### config.mk
export PLATFORM = sky130hd
export DESIGN_NAME = mem_arbiter
export DESIGN_NICKNAME = d
export VERILOG_FILES = /design/src/rtl/mem_pkg.sv /design/src/rtl/rr_arbiter2.sv /design/src/rtl/mem_arbiter.sv
export SDC_FILE = /design/constraint.sdc
export NUM_CORES = 1
export LEC_CHECK = 0
export CAP_MARGIN = 0
export CORE_MARGIN = 1
export CORE_UTILIZATION = 42
export CTS_CLUSTER_DIAMETER = 150
export DETAILED_ROUTE_END_ITERATION = 10
export GPL_TIMING_DRIVEN = 0
export PLACE_DENSITY = 0.81
export SETUP_SLACK_MARGIN = 0.15
export SYNTH_ARGS = -nofsm -noshare
export SYNTH_HDL_FRONTEND = slang
export SYNTH_SLANG_ARGS = --single-unit
### constraint.sdc
create_clock -name clk -period 2.25 [get_ports clk]
set_input_delay 0.45 -clock clk [delete_from_list [all_inputs] [get_ports clk]]
set_output_delay 0.45 -clock clk [all_outputs]
set_load 0.05 [all_outputs]
### src/rtl/mem_pkg.sv
// Shared definitions for the memory arbiter: default bus widths, FSM state
// encoding and grant encoding.
package mem_pkg;

   localparam int MEM_ADDR_W = 4;
   localparam int MEM_DATA_W = 8;

   typedef enum logic [1:0] {
      IDLE   = 2'd0,
      ACCESS = 2'd1,
      DONE   = 2'd2
   } state_e;

   typedef enum logic {
      GNT_IF = 1'b0,
      GNT_D  = 1'b1
   } grant_e;

endpackage

### src/rtl/rr_arbiter2.sv
// Two-way round-robin pick between instruction fetch and data access.
// On a tie the requester that did not win last time is chosen.
module rr_arbiter2
   import mem_pkg::*;
(
   input  logic   req_if,
   input  logic   req_d,
   input  grant_e last_grant,
   output logic   valid,
   output grant_e grant
);

   always_comb begin
      valid = req_if | req_d;
      if (req_if && req_d) begin
         grant = (last_grant == GNT_D) ? GNT_IF : GNT_D;
      end else if (req_if) begin
         grant = GNT_IF;
      end else begin
         grant = GNT_D;
      end
   end

endmodule

### src/rtl/mem_arbiter.sv
// Shares a single-ported memory between instruction fetch and data access:
// one accepted request at a time, strobes held for ACCESS_CYCLES, valid pulse after.
module mem_arbiter
   import mem_pkg::*;
#(
   parameter int ADDR_W        = MEM_ADDR_W,
   parameter int DATA_W        = MEM_DATA_W,
   parameter int ACCESS_CYCLES = 1
) (
   input  logic              clk,
   input  logic              rst,
   input  logic              if_req,
   input  logic [ADDR_W-1:0] if_addr,
   output logic              if_ack,
   output logic              if_valid,
   output logic [DATA_W-1:0] if_rdata,
   input  logic              d_req,
   input  logic              d_we,
   input  logic [ADDR_W-1:0] d_addr,
   input  logic [DATA_W-1:0] d_wdata,
   output logic              d_ack,
   output logic              d_valid,
   output logic [DATA_W-1:0] d_rdata,
   output logic [ADDR_W-1:0] mem_address,
   output logic              mem_read,
   output logic              mem_write,
   output logic [DATA_W-1:0] mem_data_in,
   input  logic [DATA_W-1:0] mem_data_out
);

   localparam int              CNT_W    = 4;
   localparam logic [CNT_W-1:0] CNT_LOAD = CNT_W'(ACCESS_CYCLES - 1);

   state_e            state_q, state_d;
   logic [CNT_W-1:0]  cnt_q, cnt_d;
   grant_e            last_grant_q, last_grant_d;
   grant_e            gnt_q, gnt_d;
   logic              we_q, we_d;
   logic [ADDR_W-1:0] addr_q, addr_d;
   logic [DATA_W-1:0] wdata_q, wdata_d;
   logic              rd_q, rd_d;
   logic              wr_q, wr_d;
   logic              if_valid_q, if_valid_d;
   logic              d_valid_q, d_valid_d;
   logic [DATA_W-1:0] if_rdata_q, if_rdata_d;
   logic [DATA_W-1:0] d_rdata_q, d_rdata_d;

   logic   pick_valid;
   grant_e pick;

   rr_arbiter2 u_rr (
      .req_if     (if_req),
      .req_d      (d_req),
      .last_grant (last_grant_q),
      .valid      (pick_valid),
      .grant      (pick)
   );

   always_comb begin
      // NOTE: every output of this block gets a default first, so no path can infer a latch.
      state_d      = state_q;
      cnt_d        = cnt_q;
      last_grant_d = last_grant_q;
      gnt_d        = gnt_q;
      we_d         = we_q;
      addr_d       = addr_q;
      wdata_d      = wdata_q;
      rd_d         = 1'b0;
      wr_d         = 1'b0;
      if_valid_d   = 1'b0;
      d_valid_d    = 1'b0;
      if_rdata_d   = if_rdata_q;
      d_rdata_d    = d_rdata_q;
      if_ack       = 1'b0;
      d_ack        = 1'b0;

      case (state_q)
         IDLE: begin
            // A request seen while reset is asserted is never accepted.
            if (pick_valid && !rst) begin
               if_ack       = (pick == GNT_IF);
               d_ack        = (pick == GNT_D);
               gnt_d        = pick;
               last_grant_d = pick;
               if (pick == GNT_D) begin
                  we_d    = d_we;
                  addr_d  = d_addr;
                  wdata_d = d_wdata;
               end else begin
                  we_d    = 1'b0;
                  addr_d  = if_addr;
                  wdata_d = '0;
               end
               rd_d    = !we_d;
               wr_d    = we_d;
               cnt_d   = CNT_LOAD;
               state_d = ACCESS;
            end
         end

         ACCESS: begin
            if (cnt_q == '0) begin
               if (!we_q) begin
                  if (gnt_q == GNT_IF) if_rdata_d = mem_data_out;
                  else                 d_rdata_d  = mem_data_out;
               end
               if_valid_d = (gnt_q == GNT_IF);
               d_valid_d  = (gnt_q == GNT_D);
               state_d    = DONE;
            end else begin
               cnt_d = cnt_q - CNT_W'(1);
               rd_d  = !we_q;
               wr_d  = we_q;
            end
         end

         DONE:    state_d = IDLE;
         default: state_d = IDLE;
      endcase
   end

   always_ff @(posedge clk) begin
      // NOTE: non-blocking assignments keep every register sampling pre-edge values.
      if (rst) begin
         state_q      <= IDLE;
         cnt_q        <= '0;
         last_grant_q <= GNT_D;
         gnt_q        <= GNT_IF;
         we_q         <= 1'b0;
         addr_q       <= '0;
         wdata_q      <= '0;
         rd_q         <= 1'b0;
         wr_q         <= 1'b0;
         if_valid_q   <= 1'b0;
         d_valid_q    <= 1'b0;
         if_rdata_q   <= '0;
         d_rdata_q    <= '0;
      end else begin
         state_q      <= state_d;
         cnt_q        <= cnt_d;
         last_grant_q <= last_grant_d;
         gnt_q        <= gnt_d;
         we_q         <= we_d;
         addr_q       <= addr_d;
         wdata_q      <= wdata_d;
         rd_q         <= rd_d;
         wr_q         <= wr_d;
         if_valid_q   <= if_valid_d;
         d_valid_q    <= d_valid_d;
         if_rdata_q   <= if_rdata_d;
         d_rdata_q    <= d_rdata_d;
      end
   end

   assign mem_address = addr_q;
   assign mem_data_in = wdata_q;
   assign mem_read    = rd_q;
   assign mem_write   = wr_q;
   assign if_valid    = if_valid_q;
   assign d_valid     = d_valid_q;
   assign if_rdata    = if_rdata_q;
   assign d_rdata     = d_rdata_q;

endmodule

-- Word-level counts from Yosys, hierarchy flattened
Index checks and enable logic that the tools add are counted.
- register bits after elaboration: 41
- bits of input ports: 29
- add/sub/neg operators: 1
- equal/unequal tests: 4
- multiplexer cells: 24
- bitwise operators: 6
- reductions and logical operators: 14
- operator list (operator ; count):
    2-to-1 mux 1 bit ; 14
    2-to-1 mux 4 bit ; 3
    2-to-1 mux 8 bit ; 1
    one-hot mux 4 bit (2 select lines) ; 1
    AND reduction 4 bit ; 2
    inequality test 2 bit (second input constant) ; 3
    inverter 1 bit ; 5
    logical NOT 4 bit ; 1
    2-to-1 mux 2 bit ; 2
    one-hot mux 1 bit (2 select lines) ; 2
    one-hot mux 2 bit (2 select lines) ; 1
    AND reduction 2 bit ; 2
    subtractor 4 x 1 -> 4 bit (second input constant) ; 1
    logical NOT 1 bit ; 3
    AND reduction 3 bit ; 1
    OR reduction 3 bit ; 1
    equality test 2 x 1 -> 1 bit (second input constant) ; 1
    logical AND 1 bit ; 2
    logical NOT 2 bit ; 1
    nonzero test 2 bit ; 1
    bitwise OR 1 bit ; 1

-- Logic depth before layout (Yosys ltp)
Gate-level depths: netlist of the first run.
- word-level depth: 8
- depth in mapped cells: 8

-- By module
A second synthesis of the first run with hierarchy kept.
- cells, all modules: 158
- area, all modules: 1581.5 um^2
- modules (own cells, without submodules) (module ; times used ; cells an instance ; area an instance (um^2) ; seq. area each (um^2)):
    mem_arbiter ; 1 ; 155 ; 1566.5 ; 820.8
    rr_arbiter2 ; 1 ; 3 ; 15.0 ; 0.0

-- Worst setup path before layout of the first run
No wires, ideal clock.
- path kind: input to output
- start point: input port rst
- end point: output port d_ack
- data arrival time: 1446 ps
- required time: 1800 ps
- slack: 354 ps
- stages: 5
- buffers on the path: 3
- cells stage by stage: buf_2 -> nor3_1 -> and3_1 -> clkbuf_1 -> buf_4
- word-level cells in the longest chain between the ends: 4
- RTL lines (element ; line ; text):
    from (decl) ; mem_arbiter.sv:11 ; input logic rst,
    logical NOT 1 bit ; mem_arbiter.sv:80 ; if (pick_valid && !rst) begin
    logical AND 1 bit ; mem_arbiter.sv:80 ;
    2-to-1 mux 1 bit ; mem_arbiter.sv:80 ;
    2-to-1 mux 1 bit ; mem_arbiter.sv:77 ; case (state_q)
    to (decl) ; mem_arbiter.sv:21 ; output logic d_ack,
Every way passes these cells.

-- Worst setup path after layout of the first run
- start point: register state_q[0]
- end point: output port d_ack
- word-level cells in the longest chain between the ends: 2
- RTL lines (element ; line ; text):
    from (decl) ; mem_arbiter.sv:34 ; state_e state_q, state_d;
    from (signal assigned) ; mem_arbiter.sv:139 ; state_q <= state_d;
    logical NOT 2 bit ; mem_arbiter.sv:77 ;
    2-to-1 mux 1 bit ; mem_arbiter.sv:77 ;
Every way passes these cells.

==> results.txt, run 1 <==
The flow ran to the end, and the final reports show no timing, DRC or antenna violations. The number of nets in the finished design came out at 247. The cell count after synthesis came out at 147.

The per-instance average area after synthesis is 10.44 µm². The area of combinational cells with multiple inputs is 639.4 µm². For this run, design rule violations remaining after detail routing come to 0. TritonCTS built the clock tree. The fraction of the cycle the final worst path needs is 88.58%. The post-synthesis cell type count is 33. The area added between synthesis and finish is 48.90%. In this run, post-CTS hold repair placed 0 buffers. The number of nets with antenna violations after routing is 0.

The critical path endpoint category is an output pin. After filler insertion, the fill cell instance count of the layout stands at 272. The synthesized net count is 178. The library cells used most frequently in the layout, excluding fill and tap cells, are sky130_fd_sc_hd__clkdlybuf4s50_1, sky130_fd_sc_hd__dfxtp_1, sky130_fd_sc_hd__nor2_1.

For this block, the via count after detailed routing is 1299. For this run, the detailed router's first-pass iteration total came to 4. The placeable core area came out at 0.003416 mm².

The number of maximum-capacitance violations came out at 0. The required time at the endpoint of the critical path came out at 1800 ps. The die boundary width is 62.46 µm.

Of the synthesized area, sequential elements account for 53.46%. Leaving out fill and tap cells, the most frequent cell in the layout is sky130_fd_sc_hd__clkdlybuf4s50_1. The starting density of the core came out at 44.95%.

The buffer levels on the longest clock path is 2. The sum of net half-perimeters after detailed placement is 2645 µm. In this run the count of I/O pins placed on the die edge is 63.

The row count came out at 21. VDD sags by at most 0.4527 mV. The worst slew margin relative to its limit came out at 64.89%. The final-report hold violation count is 0. The post-detailed-routing wire length is 3452 µm. The cell sitting at the root of the clock tree is a sky130_fd_sc_hd__clkbuf_4. The fraction of layout instances using a drive strength above 1 is 9.259%. The highest achievable clock rate came out at 501.7 MHz. The number of sinks handled by clock tree synthesis is 41. The number of pins exceeding their max-slew limit in the final report was 0.

The clock arrives with 9.311 ps of skew. The minimum setup slack after placement came out at -586.7 ps. For the finished layout, the period the worst path requires is 1993 ps. The clock tree synthesis step divided the H-tree into 2 levels.

The congestion estimate from routability-driven global placement came to 0.8211. The first global-routing pass estimated 5858 µm of wire. Global routing used 19.10% of the available tracks.

The number of vias per cell after detailed routing is 4.958. The number of DRC violations after detailed-routing iteration 0 is 37. The total overflow reported by the global router is 0. The final count of negative-setup-slack endpoints is 0. Synthesis inferred 41 register bits. The classification of the worst setup path is reg2out. After clock tree synthesis, the clock-pin slew on the worst setup and hold paths is 110 ps. Summing all flip-flop and latch instances after layout gives 822.0 µm². The total die area is 0.003901 mm². The antenna diode instance count came out at 0. The initial antenna violation count is 0. The combined area of all synthesized cells is 0.001535 mm². The leakage dissipation is 0.9655 nW. At the pin with the least slew margin, the transition time is 525.1 ps. The total number of yosys warnings is 0. The tightest min-delay check is of the in2reg type.

The clock latency on the worst-skew pair came out at 350 ps. The startpoint kind of the worst setup timing path is a flop. The count of buffers from port buffering came out at 61.

The routed length per instance came out at 13.18 µm. Dividing total power by cell area gives a power density of 629.5 mW/mm². The number of clock buffers inserted by TritonCTS came out at 5.

The largest fanout of any net on the critical path is 10. The die boundary height came out at 62.46 µm. The final worst setup slack came out at 256.9 ps. Setup repair after global routing left no endpoint under its margin. STA puts the critical path data arrival time at 1540 ps. The number of global-route vias before repair is 1321. The pin count of the biggest net entering global routing is 12.

The smallest hold slack came out at 398.6 ps.
[cell families after synthesis]
family | share of synthesized area (%)
simple gates | 15.40
flops | 53.46
compound gates | 12.31
buf+inv | 5.623
mux | 10.43
xor+xnor | 1.141
fa+ha+maj | 1.630
[flip-flops by register name, summed over array words and instances (netlist names)]
name,count
mem_address,4
last_grant_q,1
d_rdata,8
cnt_q,4
we_q,1
gnt_q,1
mem_data_in,8
mem_write,1
d_valid,1
mem_read,1
if_valid,1
state_q,2
if_rdata,8
[metrics by stage]
stage	power [mW]	util (%)	setup TNS, ps	cells	area (µm²)
floorplan	0.9618	-	0	147	1535
global placement	1.078	64.51	-800.3	254	2203
detailed placement	1.084	64.51	-927.0	254	2203
CTS	1.446	66.37	0	261	2267
global route	1.491	66.92	0	262	2286
finish	1.439	66.92	0	262	2286
[synthesized netlist by cell type (all sizes together)]
cell / count / share of area (%)
a211o: 1 / 0.57
a211oi: 1 / 0.49
a21boi: 1 / 0.49
a21oi: 5 / 1.6
a222oi: 4 / 2.6
a22o: 8 / 4.6
and2: 4 / 1.6
and3: 2 / 0.81
buf: 6 / 2.9
clkbuf: 3 / 0.73
dfxtp: 41 / 53
ha: 2 / 1.6
inv: 8 / 2.0
mux2i: 16 / 10
nand2: 5 / 1.2
nand3: 5 / 1.6
nand4: 1 / 0.41
nand4b: 1 / 0.57
nor2: 19 / 4.6
nor2b: 1 / 0.41
nor3: 2 / 0.65
nor3b: 1 / 0.49
nor4b: 1 / 1.5
o211a: 1 / 0.65
o21a: 1 / 0.49
o21ai: 1 / 0.33
o31ai: 1 / 0.49
or2: 1 / 0.41
or3: 1 / 0.41
or3b: 1 / 0.57
xnor2: 2 / 1.1
[power by group]
part | switching, mW | internal [mW]
Clock | 0.217 | 0.148
Combinational | 0.167 | 0.129
Sequential | 0.0210 | 0.757
[path summary, 6_finish.rpt]
path | from | to | slack, ps | depth (start not counted)
worst max-delay path | state_q[0]$_SDFFE_PP0P_ | d_ack | 260 | 5
worst min-delay path | rst | cnt_q[1]$_SDFFE_PP0P_ | 400 | 2
worst max register to register | cnt_q[0]$_SDFFE_PP0P_ | if_rdata[1]$_SDFFE_PP0P_ | 350 | 8
worst min register to register | mem_data_in[1]$_SDFFE_PP0P_ | mem_data_in[1]$_SDFFE_PP0P_ | 480 | 1
[metal layers]
layer | wire [µm] | track usage, %
met2 | 1726 | 32.88
met3 | 170 | 6.204
met4 | 49 | 6.977
met5 | 0 | 0
met1 | 1505 | 21.93
[cell type report]
class | instances | share of cell area (%)
buffer | 9 | 2.682
clock buffer | 7 | 2.408
inverter | 8 | 1.314
multi-input combinational | 89 | 27.97
sequential | 41 | 35.96
tap | 46 | 2.518
timing repair buffer | 62 | 27.15
[critical path, stage by stage (launching register included)]
cell and delay, ps:
sky130_fd_sc_hd__dfxtp_2 360, sky130_fd_sc_hd__nor3_4 210, sky130_fd_sc_hd__and3_1 180, sky130_fd_sc_hd__buf_2 150, sky130_fd_sc_hd__buf_6 150, sky130_fd_sc_hd__buf_8 150
[timing repair]
item,4_1_cts,5_1_grt
setup endpoints to repair,2,2
resized for setup,15,5
setup buffers,0,1
pin swaps,0,1
(Power assumes the default switching activity.)
==> inputs of run 2 (changes only) <==
--- a/config.mk
+++ b/config.mk
@@ -6,7 +6,7 @@
 export NUM_CORES = 1
 export LEC_CHECK = 0
 export CAP_MARGIN = 0
-export CORE_MARGIN = 1
+export CORE_MARGIN = 2
 export CORE_UTILIZATION = 42
 export CTS_CLUSTER_DIAMETER = 150
 export DETAILED_ROUTE_END_ITERATION = 10
==> run 2 against run 1 <==
  * Clock skew grew 3.9 ps
  * Sequential share of layout area shrank 0.52 points
  * Combinational power grew 2%
  * Clock power grew 36%
  * Largest power group unchanged
  * Die area grew 6.5%
  * Core utilization grew 0.99 points
  * Register-to-register slack is essentially flat
  * Wire length grew 8.0%
  * Critical path type is now in2out
  * Non-clock buffer count grew 1
  * Critical path depth is the same
  * First-iteration DRC count grew 95%
  * Total power grew 9.4%
==> results.txt, run 2 (same netlist as run 1, synthesis figures left out) <==
The final weighted congestion of routability-driven global placement was 0.8303 (+1.1%). The worst hold path begins at rst. The initial antenna violation count is 0 (unchanged). The total routing resource utilization after global routing is 18.32% (-0.78 points). The endpoint identified for the worst register-to-register timing path is if_rdata[6]$_SDFFE_PP0P_. The end point of the worst hold path is cnt_q[1]$_SDFFE_PP0P_. The final critical delay including setup and external delays came to 2035 ps (+42.30 ps). The fraction of the cycle the final worst path needs was 90.46% (+1.9 points). The row count came out at 21 (unchanged). The final-report hold violation count is 0 (unchanged). The buffer levels on the longest clock path is 2 (unchanged). In this run the critical register-to-register path is launched from cnt_q[1]$_SDFFE_PP0P_. The cell area after layout is 0.002320 mm² (+1.5%). The fraction of layout instances using a drive strength above 1 is 10.09% (+0.83 points).

The leakage dissipation came out at 0.9834 nW (+1.9%). The routed length per instance is 14.13 µm (+7.2%). The switching power summed over all nets came to 0.4222 mW (+4.1%). The sum of net half-perimeters after detailed placement is 2753 µm (+4.1%). The area of combinational cells with multiple inputs came to 639.4 µm² (unchanged). The internal portion of total power was 1.153 mW (+12%).

The share of the core filled with cells in the final layout is 67.91% (+0.99 points). The layout filler cell count came out at 271 (-0.37%). The fraction of power consumed by the clock network is 31.4% (+6.0 points). The required time at the endpoint of the critical path came out at 1800 ps (about the same). The final worst setup slack came out at 214.6 ps (-42.30 ps).

The via total after detailed routing is 1354 (+4.2%). The total iterations of the first detailed-routing run is 4 (unchanged). The cell count of the worst reg-to-reg path came out at 8 (unchanged). STA classifies the critical path endpoint as an output pin. The area added between synthesis and finish came out at 51.10%. The path category of the worst min-delay check is in2reg. The sequential share of power came to 49.4% (-4.7 points). The number of nets in the finished design is 248 (+0.40%).

The worst slew margin relative to its limit is 65.81% (+0.93 points). TritonCTS built the clock tree. In the layout the commonest cells are sky130_fd_sc_hd__clkdlybuf4s50_1, sky130_fd_sc_hd__dfxtp_1, sky130_fd_sc_hd__nor2_1.

The total overflow reported by the global router is 0 (unchanged). The number of clock buffers inserted by TritonCTS is 5 (unchanged). The post-detailed-routing wire length came to 3729 µm (+8.0%).

The combinational share of power is 19.1% (-1.5 points). The ratio of total power to cell area came out at 678.9 mW/mm² (+7.8%). Leaving out fill and tap cells, the most frequent cell in the layout is sky130_fd_sc_hd__clkdlybuf4s50_1. The number of DRC violations after detailed-routing iteration 0 is 72 (+95%). The cell with the largest stage delay on the worst path is sky130_fd_sc_hd__clkdlybuf4s50_1. The highest cell delay on the worst timing path is 490 ps (+130 ps). The number of ports placed on the die boundary came out at 63 (unchanged). The antenna diode instance count came out at 0 (unchanged).

Clock tree synthesis selected as its root buffer the cell sky130_fd_sc_hd__clkbuf_4. The peak supply drop is 0.4786 mV (+5.7%). The highest achievable clock rate is 491.3 MHz (-2.1%).

The die boundary height came out at 64.46 µm (+3.2%). The final setup skew is 13.20 ps (+3.887 ps). The starting density of the core is 44.95% (unchanged). The largest fanout of any net on the critical path is 10 (unchanged). The signal on the critical path passes through clkdlybuf4s50_1, and3_1, buf_2, buf_6, buf_6. The number of sinks handled by clock tree synthesis is 41 (unchanged).

The clock latency on the worst-skew pair is 340 ps (about the same). The number of vias per cell after detailed routing came out at 5.129 (+3.4%). The number of nets with antenna violations after routing is 0 (unchanged). The number of maximum-capacitance violations is 0 (unchanged). The placed standard-cell area came out at 0.002203 mm² (unchanged). The flow ran to the end, and the final reports show no timing, DRC or antenna violations. The pin count of the biggest net entering global routing came out at 13 (+1). The DRC violation count after routing came out at 0 (unchanged). The minimum setup slack after placement came out at -555.8 ps (+30.93 ps). The global-route wire length before repair came out at 5837 µm (-0.36%).

The data arrival at the endpoint of the critical path was 1590 ps (+50 ps). The clock edge transition at the registers on the reported setup and hold paths came out at 120 ps (about the same). The number of global-route vias before repair was 1323 (+0.15%). The worst hold path cell count came out at 2 (unchanged). The die boundary width came to 64.46 µm (+3.2%). The final count of negative-setup-slack endpoints was 0 (unchanged). The switching share of power came to 26.81% (-1.4 points). Setup repair after global routing left no endpoint under its margin. The number of pins exceeding their max-slew limit in the final report is 0 (unchanged). The total die area is 0.004155 mm² (+6.5%). The count of buffers from port buffering was 61 (unchanged).

The reg-to-reg setup timing slack is 340 ps (about the same). The level count of the clock H-tree is 2 (unchanged). The slew at the pin with the worst max-slew slack came out at 511.2 ps (-13.84 ps). The placeable core area came to 0.003416 mm² (unchanged).

The most numerous cell type found on the critical path is sky130_fd_sc_hd__buf_6. The setup path with the least slack is of type in2out. The worst setup path is launched from an input pin.

The sequential cell area in the final layout came out at 822.0 µm² (unchanged).
==> run 2: cell types whose count changed in the layout (fill, tap and decap cells not counted) <==
cell,previous run,this run
sky130_fd_sc_hd__buf_4,1,2
sky130_fd_sc_hd__buf_6,3,4
sky130_fd_sc_hd__buf_8,1,0
sky130_fd_sc_hd__bufinv_16,0,1
==> run 2: area by class of cell <==
cell class              count  share of cell area (%)
multi-input cells          89                   27.56
inverters                   8                   1.295
flip-flops and latches     41                   35.44
clock buffers               7                   2.373
well taps                  46                   2.481
clock inverters             1                   1.295
repair buffers             63                   26.91
plain buffers               9                   2.643
==> run 2: worst max path at each step <==
| stage | start | cells after the start | slack [ps] | to |
|---|---|---|---|---|
| global route | state_q[1]$_SDFFE_PP0P_ | 5 | 130 | d_ack |
| CTS | if_req | 3 | 150 | if_ack |
| global placement | if_req | 6 | -530 | d_ack |
| finish | d_req | 5 | 210 | d_ack |
| detailed placement | rst | 6 | -560 | d_ack |
| floorplan | rst | 5 | 350 | d_ack |
==> run 2: critical path, delay by kind of cell <==
family | cells | cell delay (ps)
buffers and inverters | 4 | 960
AND/OR/NAND/NOR | 1 | 170
==> run 2: routing by layer <==
metal  GRT usage [%]  share of wire (%)
met1           21.43                 42
met2           30.99                 51
met3           4.688                5.3
met4           9.309                1.7
met5               0                  0
==> run 2: power groups by stage <==
| stage | clock network (mW) | logic (mW) | registers (mW) |
|---|---|---|---|
| final | 0.495 | 0.301 | 0.778 |
| after global routing | 0.535 | 0.317 | 0.782 |
| after CTS | 0.500 | 0.299 | 0.777 |
| after detailed placement | 0 | 0.294 | 0.793 |
| after global placement | 0 | 0.288 | 0.791 |
| after floorplan | 0 | 0.0836 | 0.878 |
==> run 2: what timing repair did <==
item	CTS	global route
buffers inserted	1	1
gates resized for setup	13	6
pin swaps	1	1
gates cloned	0	0
hold buffers	0	0
hold endpoints to repair	0	0
endpoints found under the setup margin	2	2
==> run 2: through the flow <==
step / power (mW) / std cells / hold slack, ps / TNS, ps
6_report: 1.575 / 264 / 427.4 / 0
5_1_grt: 1.634 / 264 / 425.9 / 0
4_1_cts: 1.576 / 263 / 385.3 / 0
3_5_place_dp: 1.086 / 254 / 457.8 / -855.7
3_3_place_gp: 1.078 / 254 / 451.7 / -807.4
2_1_floorplan: 0.9618 / 147 / 457.2 / 0
